## config.mk

```make
export PLATFORM = sky130hd
export DESIGN_NAME = tour_length
export DESIGN_NICKNAME = d
export VERILOG_FILES = /design/src/rtl/tsp_pkg.sv /design/src/rtl/tour_length.sv
export SDC_FILE = /design/constraint.sdc
export NUM_CORES = 1
export LEC_CHECK = 0
export ABC_CLOCK_PERIOD_IN_PS = 4900
export CAP_MARGIN = 0
export CORE_ASPECT_RATIO = 0.6
export CORE_MARGIN = 5
export CORE_UTILIZATION = 30
export DETAILED_ROUTE_END_ITERATION = 16
export PLACE_DENSITY_LB_ADDON = 0.3
export SYNTH_ARGS = -nofsm -noshare
export SYNTH_HDL_FRONTEND = slang
export SYNTH_SLANG_ARGS = --single-unit
export TNS_END_PERCENT = 50
```

## constraint.sdc

```tcl
create_clock -name clk -period 4.9 [get_ports clk]
set_clock_uncertainty 0.15 [all_clocks]
set_input_delay 0.735 -clock clk [delete_from_list [all_inputs] [get_ports clk]]
set_output_delay 0.735 -clock clk [all_outputs]
set_load 0.02 [all_outputs]
```

## src/rtl/tsp_pkg.sv

```systemverilog
// Shared definitions for the TSP annealing datapath: city word layout,
// distance width, default sizing and the tour_length state encoding.
package tsp_pkg;

    localparam int unsigned COORD_W         = 32;
    localparam int unsigned CITY_W          = 2 * COORD_W;
    localparam int unsigned DIST_W          = 32;
    localparam int unsigned NCITIES_MAX_DEF = 64;
    localparam int unsigned CIDX_W_DEF      = 6;
    localparam int unsigned SUM_W_DEF       = 32;

    typedef enum logic [2:0] {
        TL_IDLE,
        TL_PRIME,
        TL_STREAM,
        TL_CLOSE,
        TL_DRAIN,
        TL_FIN
    } tl_state_e;

    // City word: Y in the upper half, X in the lower half.
    function automatic logic [CITY_W-1:0] city_pack(input logic [COORD_W-1:0] x,
                                                    input logic [COORD_W-1:0] y);
        return {y, x};
    endfunction

endpackage

```

## src/rtl/tour_length.sv

```systemverilog
// Walks a tour held in the city RAM, issues one city pair per edge (closing
// edge last) to the distance unit and sums the returned edge lengths.
module tour_length
    import tsp_pkg::*;
#(
    parameter int unsigned NCITIES_MAX = NCITIES_MAX_DEF,
    parameter int unsigned CIDX_W      = CIDX_W_DEF,
    parameter int unsigned SUM_W       = SUM_W_DEF
) (
    input  logic                clk,
    input  logic                rst_n,
    input  logic                start,
    input  logic [CIDX_W:0]     num_cities,
    output logic                city_rd_en,
    output logic [CIDX_W-1:0]   city_addr,
    input  logic [CITY_W-1:0]   city_data,
    output logic [CITY_W-1:0]   dist_citya,
    output logic [CITY_W-1:0]   dist_cityb,
    output logic                dist_valid,
    input  logic                dist_res_valid,
    input  logic [DIST_W-1:0]   dist_res,
    output logic                busy,
    output logic                done,
    output logic [SUM_W-1:0]    total_len
);

    localparam int unsigned CNT_W = CIDX_W + 1;
    localparam logic [CNT_W-1:0] N_MAX = CNT_W'(NCITIES_MAX);

    tl_state_e           state, state_d;
    logic [CNT_W-1:0]    n_q, n_d;
    logic [CNT_W-1:0]    rcv_q, rcv_d;
    logic [SUM_W-1:0]    acc_q, acc_d;
    logic [CITY_W-1:0]   first_q, first_d;
    logic [CITY_W-1:0]   prev_q, prev_d;
    logic                rd_q;
    logic [CIDX_W-1:0]   rd_addr_q;

    logic                rd_en_d;
    logic [CIDX_W-1:0]   addr_d;
    logic [CITY_W-1:0]   citya_d, cityb_d;
    logic                valid_d;
    logic                busy_d;
    logic                done_d;
    logic [SUM_W-1:0]    total_d;
    logic [CNT_W-1:0]    n_clamp;
    logic [CNT_W-1:0]    last_pos;
    logic                res_hit;

    // State and output registers; rd_q/rd_addr_q track which read the RAM
    // is returning this cycle.
    always_ff @(posedge clk) begin
        if (!rst_n) begin
            state      <= TL_IDLE;
            n_q        <= '0;
            rcv_q      <= '0;
            acc_q      <= '0;
            first_q    <= '0;
            prev_q     <= '0;
            rd_q       <= 1'b0;
            rd_addr_q  <= '0;
            city_rd_en <= 1'b0;
            city_addr  <= '0;
            dist_citya <= '0;
            dist_cityb <= '0;
            dist_valid <= 1'b0;
            busy       <= 1'b0;
            done       <= 1'b0;
            total_len  <= '0;
        end else begin
            state      <= state_d;
            n_q        <= n_d;
            rcv_q      <= rcv_d;
            acc_q      <= acc_d;
            first_q    <= first_d;
            prev_q     <= prev_d;
            rd_q       <= city_rd_en;
            rd_addr_q  <= city_addr;
            city_rd_en <= rd_en_d;
            city_addr  <= addr_d;
            dist_citya <= citya_d;
            dist_cityb <= cityb_d;
            dist_valid <= valid_d;
            busy       <= busy_d;
            done       <= done_d;
            total_len  <= total_d;
        end
    end

    always_comb begin
        state_d  = state;
        n_d      = n_q;
        rcv_d    = rcv_q;
        acc_d    = acc_q;
        first_d  = first_q;
        prev_d   = prev_q;
        rd_en_d  = 1'b0;
        addr_d   = city_addr;
        citya_d  = dist_citya;
        cityb_d  = dist_cityb;
        valid_d  = 1'b0;
        done_d   = 1'b0;
        total_d  = total_len;
        n_clamp  = (num_cities > N_MAX) ? N_MAX : num_cities;
        last_pos = n_q - CNT_W'(1);
        res_hit  = dist_res_valid && (state inside {TL_PRIME, TL_STREAM, TL_CLOSE, TL_DRAIN});

        if (res_hit) begin
            acc_d = acc_q + SUM_W'(dist_res);
            rcv_d = rcv_q + CNT_W'(1);
        end

        // Returning city data: position 0 seeds the walk, later ones form an edge.
        if (rd_q) begin
            if (rd_addr_q == '0) begin
                first_d = city_data;
                prev_d  = city_data;
            end else begin
                citya_d = prev_q;
                cityb_d = city_data;
                valid_d = 1'b1;
                prev_d  = city_data;
            end
        end

        case (state)
            TL_IDLE: begin
                if (start) begin
                    acc_d   = '0;
                    rcv_d   = '0;
                    total_d = '0;
                    if (n_clamp >= CNT_W'(2)) begin
                        n_d     = n_clamp;
                        rd_en_d = 1'b1;
                        addr_d  = '0;
                        state_d = TL_PRIME;
                    end else begin
                        // Degenerate tour: nothing to fetch, zero results to wait for.
                        n_d     = '0;
                        state_d = TL_DRAIN;
                    end
                end
            end
            TL_PRIME: begin
                rd_en_d = 1'b1;
                addr_d  = CIDX_W'(1);
                state_d = TL_STREAM;
            end
            TL_STREAM: begin
                if (city_rd_en && (CNT_W'(city_addr) != last_pos)) begin
                    rd_en_d = 1'b1;
                    addr_d  = city_addr + CIDX_W'(1);
                end
                if (rd_q && (CNT_W'(rd_addr_q) == last_pos)) begin
                    state_d = TL_CLOSE;
                end
            end
            TL_CLOSE: begin
                citya_d = prev_q;
                cityb_d = first_q;
                valid_d = 1'b1;
                state_d = TL_DRAIN;
            end
            TL_DRAIN: begin
                if (rcv_d >= n_q) begin
                    total_d = acc_d;
                    done_d  = 1'b1;
                    state_d = TL_FIN;
                end
            end
            TL_FIN: begin
                state_d = TL_IDLE;
            end
            default: begin
                state_d = TL_IDLE;
            end
        endcase

        busy_d = state_d inside {TL_PRIME, TL_STREAM, TL_CLOSE, TL_DRAIN};
    end

endmodule

```

==> flow_metrics.tcl, run 1 <==
set metrics [dict create \
    async_reset_ff_share_pct 0 \
    final_nets 2101 \
    ys.warnings.count 0 \
    die_w_um 299 \
    routed_wirelength_um 45600 \
    initial_core_util_pct 30.4 \
    hp-class "flip-flop to flip-flop" \
    rows 63 \
    p_leak_nw 7.46 \
    htree_levels 2 \
    synthMuxAreaShare_pct 9.46 \
    multiInputGateArea_um2 7480 \
    syn-cell-area_um2 15000 \
    crit_start "state[2]" \
    worst_setup_path_end_kind "flip-flop" \
    synth_fp_nets 1879 \
    hold_viol 0 \
    cts_tree "yes" \
    p_sw_w 0.00174 \
    max_clock_freq_ghz 0.274 \
    drv_cap 0 \
    vias_per_cell 4.85 \
    period_minus_slack_ps 3640 \
    root_buffer "clkbuf_16" \
    reg2reg_from "state[2]" \
    worst_slew_pin_slew_ps 1160 \
    outcome "completed" \
    antenna_left 0 \
    reg2reg_depth 12 \
    synth_seq_cells 354 \
    preCtsSetupSlack_ps 904 \
    max-slew-margin-rel_pct 22.7 \
    clkLatencyLatePin_ps 540 \
    post-dp-hpwl_um 31900 \
    power.density_nw_per_um2 346 \
    place_area_um2 18400 \
    synth.yosys.seq_area_share_pct 47.1 \
    chipHeight_um 183 \
    cp.arrival_ps 3910 \
    critical_path.max_fanout 18 \
    clk_pin_slew_ps 60 \
    wl_per_cell_um 17.3 \
    synth_edf_count 0 \
    layout-drive-gt1-share_pct 5.15 \
    r2r_end "busy" \
    place.gp.congestion 0.879 \
    synthCells 1730 \
    grt_usage_pct 15.9 \
    io_pins 277 \
    synth_flop_cell "dfxtp_1" \
    fillers 4913 \
    clk_path_buf_depth 3 \
    antenna_found_initial 5 \
    core_area_um2 49500 \
    timing.final.max_slew_violations 0 \
    synth_top_family_by_area "simple AND/OR/NAND/NOR gates" \
    drt_pass1_iterations 5 \
    cts_resized 0 \
    instances_no_fill 2635 \
    cts_inserted_buffers 38 \
    gr-total-overflow 0 \
    dp_cells 2562 \
    cp-start-kind "flip-flop" \
    grt_pass1_wl_um 71000 \
    area_growth_pct 30.9 \
    postCtsSetupBuffers 0 \
    switching_share_pct 25.5 \
    cts-hold-fix-buffers 0 \
    dieArea_um2 54900 \
    drtIter0Drc 707 \
    crit_required_ps 5170 \
    clock_power_share_pct 43.8 \
    synth-simple-area-share_pct 17.6 \
    seqCellArea_um2 7090 \
    finalSetupViolCount 0 \
    power_frac_seq_pct 44.5 \
    synthAdderAreaFrac_pct 3.54 \
    synth_area_per_cell_um2 8.70 \
    drc 0 \
    portBuffers 276 \
    fin_ws_ps 1260 \
    pwr-share-comb_pct 11.7 \
    grt_pass1_vias 12440 \
    clock_sinks 354 \
    critPathKind "flip-flop to flip-flop" \
    fin_crit_sh_pct 74.4 \
    rsz0062_at_grt "false" \
    r2r_slack_ps 1260 \
    crit_end "busy" \
    synthXorXnorAreaFrac_pct 3.27 \
    fin_setup_tns_ps 0 \
    utilization_pct 39.8 \
    vdd_drop_max_v 0.000230 \
    yosysUniqueCellTypes 65 \
    synth_compound_area_share_pct 15.7 \
    final_area_um2 19700 \
    grt_max_degree 139 \
    power.internal_w 0.00508 \
    via_count 12772 \
]
cell usage after synthesis, types with 9 or more instances:
| master | number | area (um2) |
|---|---|---|
| a211oi_1 | 69 | 518 |
| a21o_1 | 20 | 150 |
| a21oi_1 | 182 | 911 |
| and2_1 | 19 | 119 |
| and3_1 | 12 | 75.1 |
| buf_1 | 22 | 82.6 |
| buf_2 | 16 | 80.1 |
| clkbuf_1 | 75 | 282 |
| dfxtp_1 | 354 | 7090 |
| ha_1 | 41 | 513 |
| inv_1 | 16 | 60.1 |
| mux2i_1 | 141 | 1410 |
| nand2_1 | 326 | 1220 |
| nand2b_1 | 9 | 56.3 |
| nand3_1 | 17 | 85.1 |
| nand4_1 | 10 | 62.6 |
| nor2_1 | 196 | 736 |
| nor3_1 | 9 | 45.0 |
| o21ai_0 | 26 | 130 |
| o21ai_1 | 21 | 105 |
| xnor2_1 | 26 | 228 |
| xor2_1 | 25 | 219 |
cell type report:
type,instances,area share [%]
clock inverters,15,1.05
repair buffers,295,14.9
inverters,17,0.362
multi-input cells,1246,38.0
clock buffers,53,5.53
well taps,650,4.13
diodes,5,0.0635
flip-flops and latches,354,36.0
per-stage QoR:
step	power, W	hold WS [ps]
finish	0.00681	297
global route	0.00713	319
CTS	0.00692	299
detailed placement	0.00389	291
global placement	0.00387	286
floorplan	0.00358	286
critical path, stage by stage, from the launching register on:
cell and delay, ps:
dfxtp_1 420, or3_1 430, and3_1 240, xnor2_1 210, ha_1 260, nand2b_1 140, a21o_1 170, a21o_1 170
a211oi_1 220, o21ai_1 150, nand2_1 470, o211ai_1 230, o211a_1 260
layer usage:
metal	track usage [%]	vias to the layer above	part of all wire, %
li1	-	6401	-
met1	22.1	6064	47
met4	3.86	2	2.1
met5	0	-	0.024
met2	25.8	240	46
met3	3.01	65	4.5
cells in the final DEF (no fill, tap or decap), types with 6 or more instances in the layout:
cell type	netlist	routed
clkinv_2	0	6
clkbuf_8	0	6
xnor2_1	26	26
a21oi_1	182	181
o31ai_1	7	7
nand4_1	10	10
buf_4	0	17
clkbuf_16	0	39
nand2b_1	9	9
dfxtp_1	354	353
xor2_1	25	25
nand2_1	326	324
o21ai_1	21	21
nor2_1	196	196
nor3_1	9	9
and3_1	12	12
a211oi_1	69	69
ha_1	41	41
a31oi_1	8	8
clkdlybuf4s50_1	0	276
inv_1	16	16
o21ai_0	26	26
and2_1	19	17
nand3_1	17	16
mux2i_1	141	141
o21a_1	8	8
clkbuf_1	75	8
a21o_1	20	20
power groups by stage:
stage	registers, W	logic, W	clock network (W)
2_1_floorplan	0.00310	0.000473	0
3_3_place_gp	0.00309	0.000785	0
3_5_place_dp	0.00309	0.000797	0
4_1_cts	0.00303	0.000801	0.00309
5_1_grt	0.00304	0.000876	0.00321
6_report	0.00303	0.000797	0.00299
cells by family after synthesis:
family	count (synthesis)
XOR/XNOR	53
AO/OA/AOI/OAI	379
buffers and inverters	130
AND/OR/NAND/NOR	630
adder cells (fa/ha/maj)	42
flip-flops	354
multiplexers	142
worst min-delay path by stage:
stage / startpoint / end / cells past startpoint
final: total_len[1] / total_len[1] / 2
after global placement: total_len[1] / total_len[1] / 2
after detailed placement: total_len[16] / total_len[16] / 2
after floorplan: prev_q[0] / dist_citya[0] / 2
after CTS: total_len[16] / total_len[16] / 2
after global routing: total_len[16] / total_len[16] / 2
sequential cells by signal, summed over array words and instances, names as in the netlist:
signal	count
rcv_q	7
done	1
n_q	7
dist_cityb	64
prev_q	64
busy	1
first_q	64
rd_q	1
total_len	32
acc_q	32
rd_addr_q	6
dist_valid	1
city_addr	6
city_rd_en	1
state	3
dist_citya	64
Power figures use the tool's default switching activity.
==> run 2: changes to the inputs <==
--- a/config.mk
+++ b/config.mk
@@ -5,7 +5,7 @@
 export SDC_FILE = /design/constraint.sdc
 export NUM_CORES = 1
 export LEC_CHECK = 0
-export ABC_CLOCK_PERIOD_IN_PS = 4900
+export ABC_CLOCK_PERIOD_IN_PS = 3800
 export CAP_MARGIN = 0
 export CORE_ASPECT_RATIO = 0.6
 export CORE_MARGIN = 5
==> constraint.sdc (replaced) <==
create_clock -name clk -period 3.8 [get_ports clk]
set_clock_uncertainty 0.15 [all_clocks]
set_input_delay 0.57 -clock clk [delete_from_list [all_inputs] [get_ports clk]]
set_output_delay 0.57 -clock clk [all_outputs]
set_load 0.02 [all_outputs]
==> run 2 against run 1 <==
  * Global-route usage rose by 0.46 points
  * Via count rose by 1.5%
  * Critical endpoint is now total_len[31]
  * Total power rose by 30%
  * Largest cell class unchanged
  * Largest power group is now the clock network
  * Sequential power rose by 29%
  * Register-to-register slack got worse by 780 ps
==> flow_metrics.tcl, run 2 (synthesis gave the netlist of run 1 again) <==
set metrics [dict create \
    most-common-layout-cells "dfxtp_1 (353), nand2_1 (324), clkdlybuf4s50_1 (276), nor2_1 (196), a21oi_1 (181)" \
    cts-hold-fix-buffers 0 \
    initial_core_util_pct 30.4 \
    htree_levels 2 \
    drtIter0Drc 814 \
    worst_setup_path_end_kind "flip-flop" \
    fillers 4901 \
    cp-start-kind "input pin" \
    grt_pass1_wl_um 72600 \
    outcome "completed" \
    vias_per_cell 4.90 \
    dp_cells 2575 \
    root_buffer "clkbuf_16" \
    vdd_drop_max_v 0.000295 \
    power.density_nw_per_um2 448 \
    post-dp-hpwl_um 32600 \
    antenna_left 0 \
    layout-drive-gt1-share_pct 5.83 \
    grt_use_met2_pct 26.1 \
    clock_sinks 354 \
    fin_setup_tns_ps 0 \
    drv_cap 0 \
    place.gp.congestion 0.937 \
    crit_required_ps 4060 \
    cts_inserted_buffers 37 \
    cts_tree "yes" \
    rsz0062_at_grt "false" \
    clkLatencyLatePin_ps 530 \
    antenna_found_initial 9 \
    rows 63 \
    instances_no_fill 2648 \
    critPathKind "input pin to flip-flop" \
    timing.final.max_slew_violations 0 \
    hold_viol 0 \
    grt_max_degree 173 \
    fin_ws_ps 478 \
    postCtsSetupBuffers 0 \
    p_leak_nw 7.54 \
    grt_usage_pct 16.4 \
    chipHeight_um 183 \
    grt_most_used_layer "met2" \
    drt_pass1_iterations 5 \
    dieArea_um2 54900 \
    io_pins 277 \
    area_growth_pct 31.7 \
    drc 0 \
    die_w_um 299 \
    gr-total-overflow 0 \
    portBuffers 276 \
    use_met3_pct 3.32 \
    final_common_cell "dfxtp_1" \
    worst_slew_pin_slew_ps 924 \
    fin_crit_sh_pct 87.4 \
    via_count 12968 \
    grt_pass1_vias 12707 \
    max-slew-margin-rel_pct 38.4 \
    period_minus_slack_ps 3320 \
    wl_per_cell_um 17.7 \
    routed_wirelength_um 46800 \
    clk_pin_slew_ps 60 \
    grtUsageMet1_pct 22.6 \
    critical_path.max_fanout 7 \
    finalSetupViolCount 0 \
    hp-class "flip-flop to flip-flop" \
    final_nets 2113 \
    fin_total_pwr_w 0.00887 \
    max_clock_freq_ghz 0.301 \
    clk_path_buf_depth 3 \
    cts_resized 0 \
    preCtsSetupSlack_ps 106 \
    cp.arrival_ps 3580 \
    core_area_um2 49500 \
    hold_ws_ps 299 \
]
run 2: final timing paths:
| path | start | endpoint | slack (ps) | depth (start not counted) |
|---|---|---|---|---|
| max | dist_res[9] | total_len[31] | 480 | 12 |
| min | dist_citya[14] | dist_citya[14] | 300 | 2 |
| max reg2reg | state[2] | total_len[11] | 480 | 12 |
| min reg2reg | dist_citya[14] | dist_citya[14] | 300 | 2 |
run 2: stage by stage:
step	utilization (%)	instance area, um2
floorplan	-	15000
global placement	37.4	18500
detailed placement	37.4	18500
CTS	40.0	19800
global route	40.0	19800
finish	40.0	19800
run 2: critical path, stage by stage:
cell and delay [ps]:
clkdlybuf4s50_1 430, ha_1 420, nand4_1 230, o22ai_1 470
buf_4 210, a2111oi_2 50, buf_4 160, nor3_1 260
o31ai_1 130, nor3b_1 340, xor2_1 230, o21ai_1 80
run 2: layer usage:
layer | vias to the layer above | wire, um | share of wire [%]
li1 | 6420 | - | -
met1 | 6198 | 22100 | 47
met2 | 280 | 21200 | 45
met3 | 68 | 2330 | 5.0
met4 | 2 | 1150 | 2.5
met5 | - | 11 | 0.024
run 2: cell type report:
type	count	area, um2	area share (%)
multi-input cells	1246	7480	37.7
flip-flops and latches	354	7090	35.8
repair buffers	308	3040	15.3
clock buffers	50	1080	5.43
well taps	650	813	4.10
clock inverters	15	230	1.16
inverters	17	71.3	0.360
diodes	8	20.0	0.101
run 2: report_power, final:
| group | internal (W) | total (W) | switching [W] |
|---|---|---|---|
| clock network | 0.00234 | 0.00392 | 0.00158 |
| registers | 0.00383 | 0.00391 | 0.0000797 |
| logic | 0.000442 | 0.00105 | 0.000604 |
